$ cat config.mk
export PLATFORM = sky130hd
export DESIGN_NAME = uart_rx
export DESIGN_NICKNAME = d
export VERILOG_FILES = /design/src/rtl/uart_pkg.sv /design/src/rtl/sync_2ff.sv /design/src/rtl/uart_rx.sv
export SDC_FILE = /design/constraint.sdc
export NUM_CORES = 1
export LEC_CHECK = 0
export ABC_AREA = 0
export CAP_MARGIN = 25
export CORE_MARGIN = 1
export CORE_UTILIZATION = 36
export CTS_CLUSTER_SIZE = 30
export DETAILED_ROUTE_END_ITERATION = 10
export HOLD_SLACK_MARGIN = 0.03
export PLACE_DENSITY = 0.62
export SYNTH_ARGS = -nofsm -noshare
export SYNTH_HDL_FRONTEND = slang
export SYNTH_SLANG_ARGS = --single-unit
$ cat constraint.sdc
create_clock -name clk -period 1.6 [get_ports clk]
set_clock_uncertainty 0.15 [all_clocks]
set_input_delay 0.32 -clock clk [delete_from_list [all_inputs] [get_ports clk]]
set_output_delay 0.32 -clock clk [all_outputs]
set_load 0.05 [all_outputs]
$ cat src/rtl/uart_pkg.sv
// Shared UART definitions: FSM state encoding and default frame geometry.
// Imported by uart_rx and uart_tx so both ends agree on the constants.
package uart_pkg;

  typedef enum logic [1:0] {
    IDLE  = 2'd0,
    START = 2'd1,
    DATA  = 2'd2,
    STOP  = 2'd3
  } uart_state_e;

  localparam int unsigned UART_OVERSAMPLE = 16;
  localparam int unsigned UART_DATA_BITS  = 8;

  // 2-of-3 vote used when majority sampling is built in.
  function automatic logic maj3(
    input logic a,
    input logic b,
    input logic c
  );
    return (a & b) | (a & c) | (b & c);
  endfunction

endpackage

$ cat src/rtl/sync_2ff.sv
// Two-flop synchronizer for a single asynchronous bit.
// Ports: clk_i, rst_ni (sync, active-low), d_i (async in), q_o (synced out).
module sync_2ff #(
  parameter logic RESET_VAL = 1'b1
) (
  input  logic clk_i,
  input  logic rst_ni,
  input  logic d_i,
  output logic q_o
);

  logic [1:0] ff_q;

  always_ff @(posedge clk_i) begin
    if (!rst_ni) begin
      ff_q <= {2{RESET_VAL}};
    end else begin
      ff_q <= {ff_q[0], d_i};
    end
  end

  assign q_o = ff_q[1];

endmodule

$ cat src/rtl/uart_rx.sv
// UART receiver: oversampled start/data/stop framing, LSB first.
// Ports: clk, rst (sync, active-low), b_tick (oversample strobe), rx (line),
//   rx_data (last good byte), rx_done / frame_err (1-clk pulses), rx_busy.
// Build option: UART_RX_MAJORITY_EN -> 2-of-3 vote around each sample point.
module uart_rx
  import uart_pkg::*;
#(
  parameter int unsigned OVERSAMPLE = UART_OVERSAMPLE,
  parameter int unsigned DATA_BITS  = UART_DATA_BITS
) (
  input  logic                 clk,
  input  logic                 rst,
  input  logic                 b_tick,
  input  logic                 rx,
  output logic [DATA_BITS-1:0] rx_data,
  output logic                 rx_done,
  output logic                 rx_busy,
  output logic                 frame_err
);

  localparam int TW = (OVERSAMPLE > 1) ? $clog2(OVERSAMPLE) : 1;
  localparam int BW = (DATA_BITS > 1) ? $clog2(DATA_BITS) : 1;

  localparam logic [TW-1:0] T_LAST = TW'(OVERSAMPLE - 1);
  localparam logic [TW-1:0] T_MID  = TW'(OVERSAMPLE / 2 - 1);
  localparam logic [BW-1:0] B_LAST = BW'(DATA_BITS - 1);

`ifdef UART_RX_MAJORITY_EN
  // Start decision moves one tick later so the vote window is centred
  // on mid start bit; every later decision inherits that offset, so the
  // data/stop windows stay centred at tick_cnt LAST-1 with no extra math.
  localparam logic [TW-1:0] T_START = T_MID + 1'b1;
`else
  localparam logic [TW-1:0] T_START = T_MID;
`endif

  uart_state_e          state_q, state_d;
  logic [TW-1:0]        tick_q, tick_d;
  logic [BW-1:0]        bit_q, bit_d;
  logic [DATA_BITS-1:0] sr_q, sr_d;
  logic [DATA_BITS-1:0] data_q, data_d;
  logic                 done_q, done_d;
  logic                 err_q, err_d;
  logic                 rx_s;
  logic                 sample;

  sync_2ff #(
    .RESET_VAL (1'b1)
  ) u_sync (
    .clk_i  (clk),
    .rst_ni (rst),
    .d_i    (rx),
    .q_o    (rx_s)
  );

`ifdef UART_RX_MAJORITY_EN
  // Last two per-tick samples; with the current rx_s they form the window.
  logic [1:0] vote_q, vote_d;

  always_comb begin
    vote_d = vote_q;
    if (b_tick) begin
      vote_d = {vote_q[0], rx_s};
    end
  end

  always_ff @(posedge clk) begin
    if (!rst) begin
      vote_q <= 2'b11;
    end else begin
      vote_q <= vote_d;
    end
  end

  assign sample = maj3(vote_q[1], vote_q[0], rx_s);
`else
  assign sample = rx_s;
`endif

  always_comb begin
    state_d = state_q;
    tick_d  = tick_q;
    bit_d   = bit_q;
    sr_d    = sr_q;
    data_d  = data_q;
    done_d  = 1'b0;
    err_d   = 1'b0;

    unique case (state_q)
      IDLE: begin
        if (!rx_s) begin
          state_d = START;
          tick_d  = '0;
        end
      end

      START: begin
        if (b_tick) begin
          if (tick_q == T_START) begin
            tick_d = '0;
            bit_d  = '0;
            state_d = sample ? IDLE : DATA;
          end else begin
            tick_d = tick_q + 1'b1;
          end
        end
      end

      DATA: begin
        if (b_tick) begin
          if (tick_q == T_LAST) begin
            tick_d = '0;
            sr_d   = sr_q >> 1;
            sr_d[DATA_BITS-1] = sample;
            if (bit_q == B_LAST) begin
              state_d = STOP;
            end else begin
              bit_d = bit_q + 1'b1;
            end
          end else begin
            tick_d = tick_q + 1'b1;
          end
        end
      end

      STOP: begin
        if (b_tick) begin
          if (tick_q == T_LAST) begin
            // Leaving at mid stop bit lets an immediate next start
            // edge be caught without any idle time.
            tick_d  = '0;
            state_d = IDLE;
            if (sample) begin
              data_d = sr_q;
              done_d = 1'b1;
            end else begin
              err_d = 1'b1;
            end
          end else begin
            tick_d = tick_q + 1'b1;
          end
        end
      end

      default: begin
        state_d = IDLE;
      end
    endcase
  end

  always_ff @(posedge clk) begin
    if (!rst) begin
      state_q <= IDLE;
      tick_q  <= '0;
      bit_q   <= '0;
      sr_q    <= '0;
      data_q  <= '0;
      done_q  <= 1'b0;
      err_q   <= 1'b0;
    end else begin
      state_q <= state_d;
      tick_q  <= tick_d;
      bit_q   <= bit_d;
      sr_q    <= sr_d;
      data_q  <= data_d;
      done_q  <= done_d;
      err_q   <= err_d;
    end
  end

  assign rx_data   = data_q;
  assign rx_done   = done_q;
  assign frame_err = err_q;
  assign rx_busy   = (state_q != IDLE);

endmodule

==> metrics.txt <==
# TYPE chip_impl_metric gauge
chip_impl_info{name="outcome",value="completed"} 1
chip_impl_metric{name="grt_pass1_wl",unit="um"} 4260
chip_impl_metric{name="row_count",unit=""} 20
chip_impl_metric{name="num-fill-cells",unit=""} 272
chip_impl_metric{name="globalRouteTotalUtil",unit=""} 0.167
chip_impl_metric{name="hold_slack",unit="ns"} 0.263
chip_impl_info{name="critPathLaunchType",value="flop"} 1
chip_impl_metric{name="dieHeight",unit="um"} 59.5
chip_impl_metric{name="pwr_density_cell",unit="mW/mm^2"} 780
chip_impl_metric{name="first_global_vias",unit=""} 1038
chip_impl_metric{name="synth-async-reset-ratio",unit=""} 0
chip_impl_metric{name="grt-ovfl-total",unit=""} 0
chip_impl_metric{name="first_pass_iters",unit=""} 4
chip_impl_metric{name="num-nets-final",unit=""} 175
chip_impl_metric{name="core-area",unit="sq mm"} 0.00310
chip_impl_metric{name="post_synth_net_total",unit=""} 139
chip_impl_metric{name="synth_area_per_cell",unit="sq um"} 9.02
chip_impl_metric{name="grt_start_max_net_pins",unit=""} 18
chip_impl_metric{name="io_pins",unit=""} 15
chip_impl_metric{name="die_w",unit="um"} 59.5
chip_impl_metric{name="synth_top_area_share",unit=""} 0.487
chip_impl_metric{name="finalHoldViolations",unit=""} 0
chip_impl_info{name="critical_path.reg2reg.startpoint",value="tick_q[0]$_SDFFE_PN0P_"} 1
chip_impl_metric{name="number_of_synthesized_flops_with_an_enable_pin",unit=""} 0
chip_impl_metric{name="synth_area",unit="sq mm"} 0.00119
chip_impl_info{name="regToRegEndpoint",value="sr_q[0]$_SDFFE_PN0P_"} 1
chip_impl_metric{name="finalWeightedCongestion",unit=""} 0.765
chip_impl_metric{name="grt_antenna_before_repair",unit=""} 0
chip_impl_metric{name="depth_of_the_worst_register_to_register_path",unit=""} 6
chip_impl_metric{name="antennaDiodeCount",unit=""} 0
chip_impl_metric{name="route.vias.total",unit=""} 1061
chip_impl_metric{name="post_synth_inst_count",unit=""} 132
chip_impl_metric{name="max-clock-path-buffers",unit=""} 2
chip_impl_metric{name="floorplan.die_area",unit="sq mm"} 0.00354
chip_impl_info{name="min-delay-start",value="u_sync.ff_q[0]$_SDFF_PN1_"} 1
chip_impl_metric{name="number_of_vias_per_cell",unit=""} 4.98
chip_impl_metric{name="ys.warnings.count",unit=""} 0
chip_impl_metric{name="ys_seq_area_frac",unit=""} 0.487
chip_impl_metric{name="layout_worst_path_cycle_share",unit=""} 0.998
chip_impl_info{name="tritoncts",value="yes"} 1
chip_impl_info{name="timing_worst_setup_path_type",value="reg2out"} 1
chip_impl_info{name="dominantRegCellSynth",value="sky130_fd_sc_hd__dfxtp_1"} 1
chip_impl_info{name="grt_setup_unrepaired",value="yes"} 1
chip_impl_info{name="synth_top_cell_by_area",value="sky130_fd_sc_hd__dfxtp_1"} 1
chip_impl_info{name="timing.critical_path.to_type",value="primary output"} 1
chip_impl_metric{name="clk-insertion-delay-late",unit="ns"} 0.32
chip_impl_metric{name="antenna_violating_nets_post_route",unit=""} 0
chip_impl_metric{name="tritoncts.num_buffers",unit=""} 5
chip_impl_metric{name="cts.reportedPaths.clkPinSlew",unit="ns"} 0.09
chip_impl_metric{name="max_freq",unit="GHz"} 0.626
chip_impl_info{name="synth.cells.most_frequent",value="sky130_fd_sc_hd__dfxtp_1, sky130_fd_sc_hd__nor2_1, sky130_fd_sc_hd__nand2_1"} 1
chip_impl_metric{name="buffer_ports.inserted",unit=""} 14
chip_impl_metric{name="normalized_max_slew_margin",unit=""} 0.709
chip_impl_info{name="synthMostInstantiatedCell",value="sky130_fd_sc_hd__dfxtp_1"} 1
chip_impl_info{name="min_path_type",value="reg2reg"} 1
chip_impl_metric{name="drcViolationCount",unit=""} 0
chip_impl_metric{name="leakagePower",unit="nW"} 0.678
chip_impl_metric{name="report.final.slew_viol_count",unit=""} 0
chip_impl_metric{name="cp.arrival",unit="ns"} 1.13
chip_impl_metric{name="ff2ff_setup_slack",unit="ns"} 0.01
chip_impl_metric{name="ir_worst_vdd",unit="uV"} 556
chip_impl_metric{name="shortest_period_the_worst_path_allows",unit="ns"} 1.60
chip_impl_metric{name="totalWireLength",unit="um"} 2550
chip_impl_metric{name="cp_data_required_time",unit="ns"} 1.13
chip_impl_metric{name="route.detailed.wl_per_inst",unit="um"} 12.0
chip_impl_metric{name="cp_max_fo",unit=""} 7
chip_impl_info{name="cts_root_buffer",value="sky130_fd_sc_hd__clkbuf_4"} 1
chip_impl_metric{name="dp_hpwl",unit="um"} 1770
chip_impl_metric{name="ys_ff_latch",unit=""} 29
chip_impl_info{name="area_contributors_post_synth",value="sky130_fd_sc_hd__dfxtp_1, sky130_fd_sc_hd__mux2i_1, sky130_fd_sc_hd__nand3_1"} 1
chip_impl_metric{name="timing.final.setup_violations",unit=""} 0
chip_impl_metric{name="cts.sink_count",unit=""} 29
chip_impl_metric{name="start_util",unit=""} 0.384
chip_impl_metric{name="synthToLayoutAreaGrowth",unit="%"} 54.1
chip_impl_metric{name="post-place-ws",unit="ns"} -0.329
chip_impl_metric{name="fraction_of_layout_instances_using_a_drive_strength_above_1",unit=""} 0.361
chip_impl_metric{name="ctsHtreeMaxLevel",unit=""} 2
chip_impl_metric{name="count_of_distinct_cell_types_in_the_synthesized_netlist",unit=""} 32
chip_impl_metric{name="holdPathStages",unit=""} 1
chip_impl_metric{name="first_iter_violations",unit=""} 38
chip_impl_metric{name="tightest_slew",unit="ns"} 0.436
chip_impl_info{name="timing.hold.worst_endpoint",value="u_sync.ff_q[1]$_SDFF_PN1_"} 1
chip_impl_metric{name="finalWorstSetupSlack",unit="ns"} 0.00304
chip_impl_metric{name="max-cap-violations",unit=""} 0
-- layout make-up --
cell class / count / area (sq um) / area share
sequential: 29 / 592 / 0.322
tap: 44 / 55.1 / 0.0300
inverter: 3 / 15.0 / 0.00818
multi-input combinational: 93 / 653 / 0.356
clock inverter: 1 / 30.0 / 0.0164
clock buffer: 7 / 55.1 / 0.0300
timing repair buffer: 36 / 435 / 0.237
-- metrics by stage --
stage / TNS, ns / power (W) / std cells / util / cell area (sq um)
after detailed placement: -5.49 / 0.000819 / 198 / 0.517 / 1600
after floorplan: -0.0574 / 0.000782 / 132 / - / 1210
after CTS: -0.0281 / 0.00145 / 212 / 0.577 / 1790
after global placement: -4.65 / 0.000817 / 198 / 0.517 / 1600
after global routing: -0.412 / 0.00149 / 213 / 0.592 / 1840
final: 0 / 0.00143 / 213 / 0.592 / 1840
-- flip-flops by register name (all words and copies together), names as in the netlist, named ones only --
register and flops:
sr_q 8, bit_q 3, u_sync.ff_q 2, tick_q 4
rx_done 1, frame_err 1, state_q 1, rx_data 8
-- critical path: stages, from the launching register on --
cell and delay [ns]:
sky130_fd_sc_hd__dfxtp_4 0.38, sky130_fd_sc_hd__nor2_4 0.14, sky130_fd_sc_hd__clkinvlp_4 0.13, sky130_fd_sc_hd__buf_12 0.16
-- kinds of logic (layout without fill, tap and decap cells) --
kind of cell	Yosys count	in the layout	share of synthesized area
and+or+nand+nor	60	60	0.254
DFF	29	29	0.487
AOI/OAI and AO/OA	21	21	0.115
buffers and inverters	10	47	0.0368
muxes	9	9	0.0756
adders and majority gates	3	3	0.0315
-- layout by cell type, fill, tap and decap left out, types with 3 or more instances in the layout --
master and count:
sky130_fd_sc_hd__nand2_1 15, sky130_fd_sc_hd__clkdlybuf4s50_1 3, sky130_fd_sc_hd__ha_4 3, sky130_fd_sc_hd__nor2_1 16, sky130_fd_sc_hd__dfxtp_1 22, sky130_fd_sc_hd__dfxtp_2 6
sky130_fd_sc_hd__buf_12 12, sky130_fd_sc_hd__a32oi_1 3, sky130_fd_sc_hd__nand3_1 10, sky130_fd_sc_hd__clkbuf_4 5, sky130_fd_sc_hd__mux2i_1 9, sky130_fd_sc_hd__buf_4 19
sky130_fd_sc_hd__o21ai_0 8
-- power by group --
group	switching, W	internal (W)	leakage, nW	total [W]
clock network	0.000246	0.000373	0.0455	0.000619
logic	0.0000432	0.0000415	0.395	0.0000847
registers	0.00000340	0.000724	0.238	0.000728
-- worst max path at each step --
stage	to	slack (ns)	cells after the start	start
after floorplan	tick_q[3]$_SDFFE_PN0P_	-0.01	6	flop
after global placement	sr_q[0]$_SDFFE_PN0P_	-0.28	6	b_tick
after detailed placement	sr_q[0]$_SDFFE_PN0P_	-0.33	6	b_tick
after CTS	rx_busy	-0.02	3	flop
after global routing	sr_q[0]$_SDFFE_PN0P_	-0.08	6	tick_q[0]$_SDFFE_PN0P_
final	rx_busy	0.003	3	flop
-- routing by layer --
metal | track usage | wire length, um | vias up
li1 | - | - | 535
met1 | 0.179 | 1070 | 500
met2 | 0.279 | 1320 | 18
met3 | 0.0590 | 97 | 8
met4 | 0.103 | 65 | 0
met5 | 0 | 0 | -
-- timing repair --
action	CTS	global route
pin swaps	6	6
setup endpoints to repair	13	18
cloned	1	0
hold buffers	0	0
resized for setup	15	11
setup buffers	5	1
(Power assumes the default switching activity.)
